===== config.mk =====
export PLATFORM = sky130hd
export DESIGN_NAME = uart_tx_frame_ctrl_flat
export DESIGN_NICKNAME = d
export VERILOG_FILES = /design/src/rtl/uart_tx_frame_ctrl_if.sv /design/src/rtl/uart_tx_frame_ctrl.sv /design/src/flat_wrapper.sv
export SDC_FILE = /design/constraint.sdc
export NUM_CORES = 1
export LEC_CHECK = 0
export ABC_AREA = 1
export BUFFER_PORTS_ARGS = -buffer_cell sky130_fd_sc_hd__buf_2
export CAP_MARGIN = 20
export CORE_UTILIZATION = 43
export CTS_CLUSTER_SIZE = 20
export DETAILED_ROUTE_END_ITERATION = 16
export GPL_TIMING_DRIVEN = 0
export PLACE_DENSITY = 0.78
export SETUP_SLACK_MARGIN = 0.5
export SYNTH_ARGS = -nofsm -noshare
export SYNTH_HDL_FRONTEND = slang
export SYNTH_SLANG_ARGS = --single-unit
export TNS_END_PERCENT = 1

===== constraint.sdc =====
create_clock -name CLK -period 1.2 [get_ports CLK]
set_input_delay 0.24 -clock CLK [delete_from_list [all_inputs] [get_ports CLK]]
set_output_delay 0.24 -clock CLK [all_outputs]
set_load 0.01 [all_outputs]

===== src/rtl/uart_tx_frame_ctrl_if.sv =====
// Frame-controller bus: upstream word handshake, serializer link and UART line.
// master = data source / serializer side, slave = frame controller.
interface uart_tx_frame_ctrl_if #(
  parameter int Data_Width = 8
);
  logic [Data_Width-1:0] P_DATA;
  logic                  Data_Valid;
  logic                  PAR_EN;
  logic                  PAR_TYP;
  logic                  Ser_Data;
  logic                  Ser_En;
  logic                  Busy;
  logic                  TX_OUT;
  logic                  TX_Done;

  modport master (
    output P_DATA, Data_Valid, PAR_EN, PAR_TYP, Ser_Data,
    input  Ser_En, Busy, TX_OUT, TX_Done
  );

  modport slave (
    input  P_DATA, Data_Valid, PAR_EN, PAR_TYP, Ser_Data,
    output Ser_En, Busy, TX_OUT, TX_Done
  );
endinterface


===== src/rtl/uart_tx_frame_ctrl.sv =====
// UART TX frame controller: sequences START / DATA / PARITY / STOP around an
// external serializer and muxes the frame onto the idle-high line, one bit per CLK.
module uart_tx_frame_ctrl #(
  parameter int Data_Width = 8
) (
  input  logic                 CLK,
  input  logic                 RST,
  uart_tx_frame_ctrl_if.slave  bus
);
  localparam int CW = (Data_Width > 1) ? $clog2(Data_Width) : 1;
  localparam logic [CW-1:0] LAST = CW'(Data_Width - 1);

  typedef enum logic [2:0] {IDLE, START, DATA, PARITY, STOP} state_t;

  state_t        state;
  logic [CW-1:0] cnt;
  logic          par_bit;
  logic          par_en_q;

  always_ff @(posedge CLK) begin
    if (RST) begin
      state    <= IDLE;
      cnt      <= '0;
      par_bit  <= 1'b0;
      par_en_q <= 1'b0;
    end else begin
      case (state)
        IDLE: if (bus.Data_Valid) begin
          // Frame config is frozen here; later input changes cannot disturb it.
          state    <= START;
          par_bit  <= (^bus.P_DATA) ^ bus.PAR_TYP;
          par_en_q <= bus.PAR_EN;
          cnt      <= '0;
        end
        START: state <= DATA;
        DATA: begin
          if (cnt == LAST) state <= par_en_q ? PARITY : STOP;
          else             cnt   <= cnt + 1'b1;
        end
        PARITY:  state <= STOP;
        STOP:    state <= IDLE;
        default: state <= IDLE;
      endcase
    end
  end

  // Pure decode of registered state; Ser_Data is itself a registered source.
  always_comb begin
    bus.Ser_En  = (state == DATA);
    bus.Busy    = (state != IDLE);
    bus.TX_Done = (state == STOP);
    case (state)
      START:   bus.TX_OUT = 1'b0;
      DATA:    bus.TX_OUT = bus.Ser_Data;
      PARITY:  bus.TX_OUT = par_bit;
      default: bus.TX_OUT = 1'b1;
    endcase
  end
endmodule

===== src/flat_wrapper.sv =====
// flat-port wrapper written by rule: the top's interface ports become plain ports
module uart_tx_frame_ctrl_flat 
#(
  parameter int Data_Width = 8
)
  (CLK, RST, bus_P_DATA, bus_Data_Valid, bus_PAR_EN, bus_PAR_TYP, bus_Ser_Data, bus_Ser_En, bus_Busy, bus_TX_OUT, bus_TX_Done);
  uart_tx_frame_ctrl_if #(.Data_Width(Data_Width)) bus_i ();
  input  logic CLK;
  input  logic RST;
  input wire logic [$bits(bus_i.P_DATA)-1:0] bus_P_DATA;
  input wire logic [$bits(bus_i.Data_Valid)-1:0] bus_Data_Valid;
  input wire logic [$bits(bus_i.PAR_EN)-1:0] bus_PAR_EN;
  input wire logic [$bits(bus_i.PAR_TYP)-1:0] bus_PAR_TYP;
  input wire logic [$bits(bus_i.Ser_Data)-1:0] bus_Ser_Data;
  output wire logic [$bits(bus_i.Ser_En)-1:0] bus_Ser_En;
  output wire logic [$bits(bus_i.Busy)-1:0] bus_Busy;
  output wire logic [$bits(bus_i.TX_OUT)-1:0] bus_TX_OUT;
  output wire logic [$bits(bus_i.TX_Done)-1:0] bus_TX_Done;
  assign bus_i.P_DATA = bus_P_DATA;
  assign bus_i.Data_Valid = bus_Data_Valid;
  assign bus_i.PAR_EN = bus_PAR_EN;
  assign bus_i.PAR_TYP = bus_PAR_TYP;
  assign bus_i.Ser_Data = bus_Ser_Data;
  assign bus_Ser_En = bus_i.Ser_En;
  assign bus_Busy = bus_i.Busy;
  assign bus_TX_OUT = bus_i.TX_OUT;
  assign bus_TX_Done = bus_i.TX_Done;
  uart_tx_frame_ctrl #(.Data_Width(Data_Width)) u_core (.CLK(CLK), .RST(RST), .bus(bus_i));
endmodule

==> results.cfg, run 1 <==
[logic_synthesis]
yosys_warnings = 0
synth_nets = 108
synth_area_leaders = dfxtp_1 28%, nand2_1 19%, inv_1 9.1%
ys_seq_elements = 8
synthCells = 92
synth_top_area_share_pct = 27.71
syn_area_per_cell_sq_um = 6.283
async_flop_share_pct = 0
synth_edf_count = 0
synth_seq_area_share_pct = 27.71
synth_flop_cell = dfxtp_1
ys_types = 20
synthTopCellsByCount = 29 x nand2_1, 14 x inv_1, 8 x dfxtp_1, 6 x a21oi_1, 6 x nor2_1
yosys.area.top_type = dfxtp_1
syn_area_sq_um = 578.1
synth_most_common_cell = nand2_1

[grt]
antenna_found_initial = 0
gr-usage-met2_pct = 35.83
grt_pass1_wl_mm = 2.014
grt_max_degree = 6
busiest_layer = met2
first_global_vias = 532
use_met1_pct = 21.75
use_met3_pct = 3.468
grt_usage_pct = 19.90
grt-ovfl-total = 0

[clocking]
cts_tree = built
h-tree-depth = 1
clock-sinks = 8
root_buffer = clkbuf_4
clock_path_buffers = 2
insertion_delay_ns = 0.26
path_clk_slew_ns = 0.06
cts_buffers = 3
hold_buffers = 0

[cells_and_area]
multi_input_area_sq_um = 371.6
layout-drive-gt1-share_pct = 38.26
regArea_sq_um = 167.7
nets = 133
synthToLayoutAreaGrowth_pct = 32.03
fillers = 111
instances_no_fill = 129
antenna-diode-count = 0

[sta]
fin_setup_tns_ns = -0.2165
relSlewSlack_pct = 82.46
finalHoldViolations = 0
fin_worst_skew_ns = 0.005474
rsz0062_at_grt = yes
final.setup.worst_slack_ns = -0.1009
fin_crit_sh_pct = 108.4
max_freq_ghz = 0.7687
tightest_slew_ns = 0.2607
min_period_ns = 1.301
slew_viol_final = 0
setup_viol = 4

[detailed_routing]
vias = 624
viasPerCell = 4.837
avgRoutedWirePerCell_microns = 9.008
first_pass_iters = 4
ant_nets = 0
drc = 0
drt_iter0_drc = 17
wirelength_mm = 1.162

[status]
violations = negative setup slack
status = finished, violations left

[power_and_ir_drop]
p_leak_uw = 0.0004170
ir_worst_vdd_v = 0.0008064
powerDensity_nw_per_um2 = 2020

[worst_setup_path]
critPathLaunchType = register
cp.required_ns = 0.96
endpoint_kind = output pin
worstSetupPathType = reg2out
crit_fanout = 3
rrSetupSlack_ns = 0.01
timing.rr.start = u_core.state[2]
cp.arrival_ns = 1.06
reg2reg_to = u_core.state[1]
worst-r2r-cell-count = 7

[die]
start_util_pct = 49.36
die_y_microns = 38.67
num_rows = 12
core_area_sq_um = 1171
io_pins = 18
die_w_microns = 38.67
die_area_sq_um = 1495

[min_path]
holdPathEnd = u_core.cnt[0]
whs_path_depth = 2
holdCritStartpoint = RST
hp-class = in2reg

[place]
io_buffers = 17
routabilityCongestion = 0.6911
dpl.hpwl_microns = 931.4
dp.cells = 123

[run]
maxCapViolCount = 0
[logic make-up after synthesis]
| kind of cell | count (synthesis) | share of synthesized area [%] |
|---|---|---|
| buffers and inverters | 18 | 11.69 |
| AO/OA/AOI/OAI | 13 | 12.56 |
| flip-flops | 8 | 27.71 |
| XOR/XNOR | 1 | 1.515 |
| AND/OR/NAND/NOR | 50 | 42.21 |
| adder cells (fa/ha/maj) | 2 | 4.328 |
[routing by layer]
| metal | up-vias | routed length, microns |
|---|---|---|
| met2 | 16 | 598 |
| met4 | 0 | 16 |
| met5 | - | 0 |
| met1 | 271 | 506 |
| met3 | 2 | 41 |
| li1 | 335 | - |
[critical path: stages (launching register included)]
cell and delay (ns):
dfxtp_4 0.36, inv_4 0.04, nand2_4 0.06, nor2_4 0.04, a21oi_2 0.10, nand3_1 0.06, buf_2 0.14
[how the worst max path moves through the flow]
| stage | from | endpoint | slack [ns] | depth (start not counted) |
|---|---|---|---|---|
| finish | u_core.state[2] | bus_TX_OUT | -0.10 | 6 |
| global route | u_core.state[2] | bus_TX_OUT | -0.20 | 6 |
| CTS | u_core.state[2] | bus_TX_OUT | -0.12 | 6 |
| detailed placement | u_core.state[2] | bus_TX_OUT | -0.05 | 6 |
| global placement | u_core.state[2] | bus_TX_OUT | -0.04 | 6 |
| floorplan | u_core.state[2] | bus_TX_OUT | 0.09 | 5 |
[flip-flops by register name, indices dropped and copies added (netlist names)]
name and count:
u_core.cnt 3, u_core.state 3, u_core.par_bit 1, u_core.par_en_q 1
[through the flow]
stage / area, sq um / utilization (%) / setup slack (ns) / total power, uW / hold slack [ns]
floorplan: 589.3 / - / 0.09308 / 1023 / 0.3091
global placement: 691.9 / 59.08 / -0.03501 / 1189 / 0.4446
detailed placement: 691.9 / 59.08 / -0.05377 / 1222 / 0.4482
CTS: 760.7 / 64.96 / -0.1191 / 1544 / 0.1736
global route: 763.2 / 65.17 / -0.1992 / 1676 / 0.1656
finish: 763.2 / 65.17 / -0.1009 / 1542 / 0.1640
[final cells by class]
type	count	share of cell area, %
clock buffer	3	2.951
inverter	18	9.180
multi-input combinational	66	48.69
sequential	8	21.97
tap	14	2.295
timing repair buffer	20	14.92
[cell usage in the layout (no fill, tap or decap)]
| cell type | count |
|---|---|
| inv_2 | 4 |
| inv_1 | 13 |
| buf_2 | 16 |
| nand3b_1 | 1 |
| buf_4 | 3 |
| nor4_1 | 1 |
| a21oi_1 | 5 |
| o211ai_1 | 1 |
| ha_2 | 2 |
| dfxtp_2 | 3 |
| nor2_1 | 6 |
| or2_4 | 1 |
| o21ai_1 | 1 |
| nand2_2 | 2 |
| nor2_4 | 2 |
| dfxtp_4 | 1 |
| o31ai_1 | 1 |
| nand3_1 | 4 |
| dfxtp_1 | 4 |
| inv_4 | 1 |
| a211oi_1 | 1 |
| nand4_1 | 1 |
| buf_6 | 1 |
| nand2_1 | 28 |
| clkbuf_4 | 3 |
| a21oi_2 | 1 |
| nand2_4 | 4 |
| xnor2_1 | 1 |
| o21ai_0 | 3 |
[where the power goes]
part           internal [uW]  switching, uW  leakage (uW)  total (uW)
Sequential               375           86.0     0.0000677         461
Combinational            379            485      0.000335         864
Clock                    115            102     0.0000138         217
[repair_timing]
| item | 4_1_cts | 5_1_grt |
|---|---|---|
| setup endpoints to repair | 12 | 12 |
| pin swaps | 2 | 1 |
| setup buffers | 3 | 0 |
| gates resized for setup | 9 | 1 |
Note: power is estimated with default switching activity, not from simulation.
==> run 2: changes to the inputs <==
--- a/config.mk
+++ b/config.mk
@@ -5,16 +5,16 @@
 export SDC_FILE = /design/constraint.sdc
 export NUM_CORES = 1
 export LEC_CHECK = 0
-export ABC_AREA = 1
 export BUFFER_PORTS_ARGS = -buffer_cell sky130_fd_sc_hd__buf_2
 export CAP_MARGIN = 20
-export CORE_UTILIZATION = 43
+export CORE_AREA = 2 2 39 41
 export CTS_CLUSTER_SIZE = 20
 export DETAILED_ROUTE_END_ITERATION = 16
+export DIE_AREA = 0 0 41 43
 export GPL_TIMING_DRIVEN = 0
-export PLACE_DENSITY = 0.78
+export PLACE_DENSITY = 0.72
 export SETUP_SLACK_MARGIN = 0.5
 export SYNTH_ARGS = -nofsm -noshare
 export SYNTH_HDL_FRONTEND = slang
 export SYNTH_SLANG_ARGS = --single-unit
-export TNS_END_PERCENT = 1
+export TNS_END_PERCENT = 30
==> run 2 against run 1 <==
The flow still finishes with violations (negative setup slack). Critical path depth shrank 3. Via count fell by 20%. Largest cell class unchanged. Final area down 3.4%. Register-to-register slack got worse by 0.22 ns. Worst hold slack improved by 0.071 ns. Non-clock buffer count rose by 3. Sequential share of layout area increased by 0.95 points. Largest power group is now sequential cells. Highest routed layer unchanged. Global-route usage fell by 4.7 points. Clock skew is 0.0015 ns lower.
==> results.cfg, run 2 <==
[status]
status = finished, violations left
violations = negative setup slack

[logic_synthesis]
synth_area_leaders = dfxtp_1 32%, a21oi_1 6.0%, xnor2_1 5.2%
synth_seq_area_share_pct = 31.92
yosys_warnings = 0
syn_area_per_cell_sq_um = 8.959
synth_edf_count = 0
synthTopCellsByCount = 8 x dfxtp_1, 6 x a21oi_1, 4 x nand2_1, 3 x inv_1, 3 x xnor2_1
ys_seq_elements = 8
syn_area_sq_um = 501.7
async_flop_share_pct = 0
synth_flop_cell = dfxtp_1
yosys.area.top_type = dfxtp_1
synthCells = 56
synth_nets = 72
synth_top_area_share_pct = 31.92
synth_most_common_cell = dfxtp_1
ys_types = 30

[worst_setup_path]
rrSetupSlack_ns = -0.21
critPathSlowestCell = or3_4
critPathBufInv = 2
worstSetupPathType = reg2out
crit_chain = buf_8, or3_4, buf_6
cp.arrival_ns = 1.21
crit_cells = 3
crit_path_start = u_core.state[1]
timing.rr.start = u_core.state[1]
endpoint_kind = output pin
cp_slowest_stage_delay_ns = 0.36
cp-endpoint = bus_Busy
cp.required_ns = 0.96
crit_family = simple AND/OR/NAND/NOR gates
critPathLaunchType = register
crit_fanout = 5
worst-r2r-cell-count = 5
reg2reg_to = u_core.par_bit

[grt]
grt_usage_pct = 15.21
antenna_found_initial = 0
grt_max_degree = 10
first_global_vias = 448
grt_pass1_wl_mm = 1.773
grt-ovfl-total = 0

[cells_and_area]
layout_commonest_cell = buf_2
most-common-layout-cells = 16 x buf_2, 6 x a21oi_1, 4 x nand2_1, 4 x dfxtp_2
nets = 97
reg.largest.list = u_core.cnt x3, u_core.state x3
antenna-diode-count = 0
fillers = 134
layout-drive-gt1-share_pct = 56.96
synthToLayoutAreaGrowth_pct = 46.88

[clocking]
h-tree-depth = 1
clock-sinks = 8
hold_buffers = 0
cts_buffers = 3
insertion_delay_ns = 0.26
clock_path_buffers = 2
cts_tree = built
path_clk_slew_ns = 0.06
root_buffer = clkbuf_4

[power_and_ir_drop]
p_leak_uw = 0.0003176
p_total_uw = 730.0
ir_worst_vdd_v = 0.0003982
powerDensity_nw_per_um2 = 990.6

[run]
maxCapViolCount = 0

[die]
start_util_pct = 36.26
die_area_sq_um = 1763
die_y_microns = 43
die_w_microns = 41
io_pins = 18
num_rows = 14
core_area_sq_um = 1384

[sta]
hold_ws_ns = 0.2347
finalHoldViolations = 0
min_period_ns = 1.446
relSlewSlack_pct = 84.39
rsz0062_at_grt = yes
fin_setup_tns_ns = -0.9596
fin_worst_skew_ns = 0.003926
setup_viol = 7
fin_crit_sh_pct = 120.5
final.setup.worst_slack_ns = -0.2465
max_freq_ghz = 0.6913
slew_viol_final = 0
tightest_slew_ns = 0.2309

[detailed_routing]
wl_met3_microns = 28
viasPerCell = 5.232
met2_length_microns = 691
drt-met1-wl_microns = 484
ant_nets = 0
top_layer_used = met4
first_pass_iters = 4
vias = 497
drt_iter0_drc = 4
wirelength_mm = 1.216
drc = 0
avgRoutedWirePerCell_microns = 12.80

[min_path]
holdCritStartpoint = bus_PAR_EN
whs_path_depth = 3
hp-class = in2reg

[place]
pre_cts_ws_ns = -0.1637
routabilityCongestion = 0.7245
io_buffers = 16
## run 2: cell count changes after synthesis, sizes merged, moves of 3 or more
| cell | delta |
|---|---|
| nand2 | -30 |
| nor2 | -5 |
| inv | -15 |
| nand3 | -3 |
## run 2: worst min-delay path, cell delays in order
cell and delay (ns):
buf_2 0.09, nand3_1 0.05, a21oi_1 0.06
## run 2: kinds of logic after synthesis
family / Yosys count / synth area share [%]
xor+xnor: 6 / 13.22
compound gates: 11 / 13.72
mux: 1 / 2.244
simple gates: 22 / 27.68
fa+ha+maj: 2 / 4.987
buf+inv: 6 / 6.232
flops: 8 / 31.92
## run 2: per-layer routing
layer	vias to the layer above	global-route usage, %
li1	250	-
met2	12	24.38
met3	2	3.141
met4	0	12.00
met5	-	0
met1	233	15.91
## run 2: what timing repair did
action / in CTS / in global routing
cloned: 0 / 1
pin swaps: 3 / 3
setup buffers: 2 / 1
resized for setup: 9 / 9
endpoints found under the setup margin: 12 / 12
## run 2: layout make-up
type	instances	area (sq um)	area share (%)
Timing Repair Buffer	20	117.6	15.96
Multi-Input combinational cell	42	365.4	49.58
Tap cell	16	20.02	2.716
Inverter	3	11.26	1.528
Buffer	3	31.28	4.244
Sequential cell	8	168.9	22.92
Clock buffer	3	22.52	3.056
## run 2: worst min-delay path by stage
| stage | slack, ns | to |
|---|---|---|
| after detailed placement | 0.47 | u_core.cnt[1] |
| final | 0.23 | u_core.par_en_q |
| after global routing | 0.25 | u_core.par_en_q |
| after CTS | 0.23 | u_core.par_en_q |
| after global placement | 0.45 | u_core.cnt[1] |
| after floorplan | 0.39 | u_core.par_en_q |
## run 2: stage by stage
stage	util [%]	std cells	cell area [sq um]
2_1_floorplan	-	56	528.0
3_3_place_gp	45.39	88	628.1
3_5_place_dp	45.39	88	628.1
4_1_cts	50.36	93	696.9
5_1_grt	53.25	95	737.0
6_report	53.25	95	737.0
## run 2: power by group
group / internal (uW) / switching [uW] / leakage, uW
sequential: 282 / 13.8 / 0.0000677
clock: 115 / 99.6 / 0.0000138
combinational: 126 / 93.7 / 0.000236
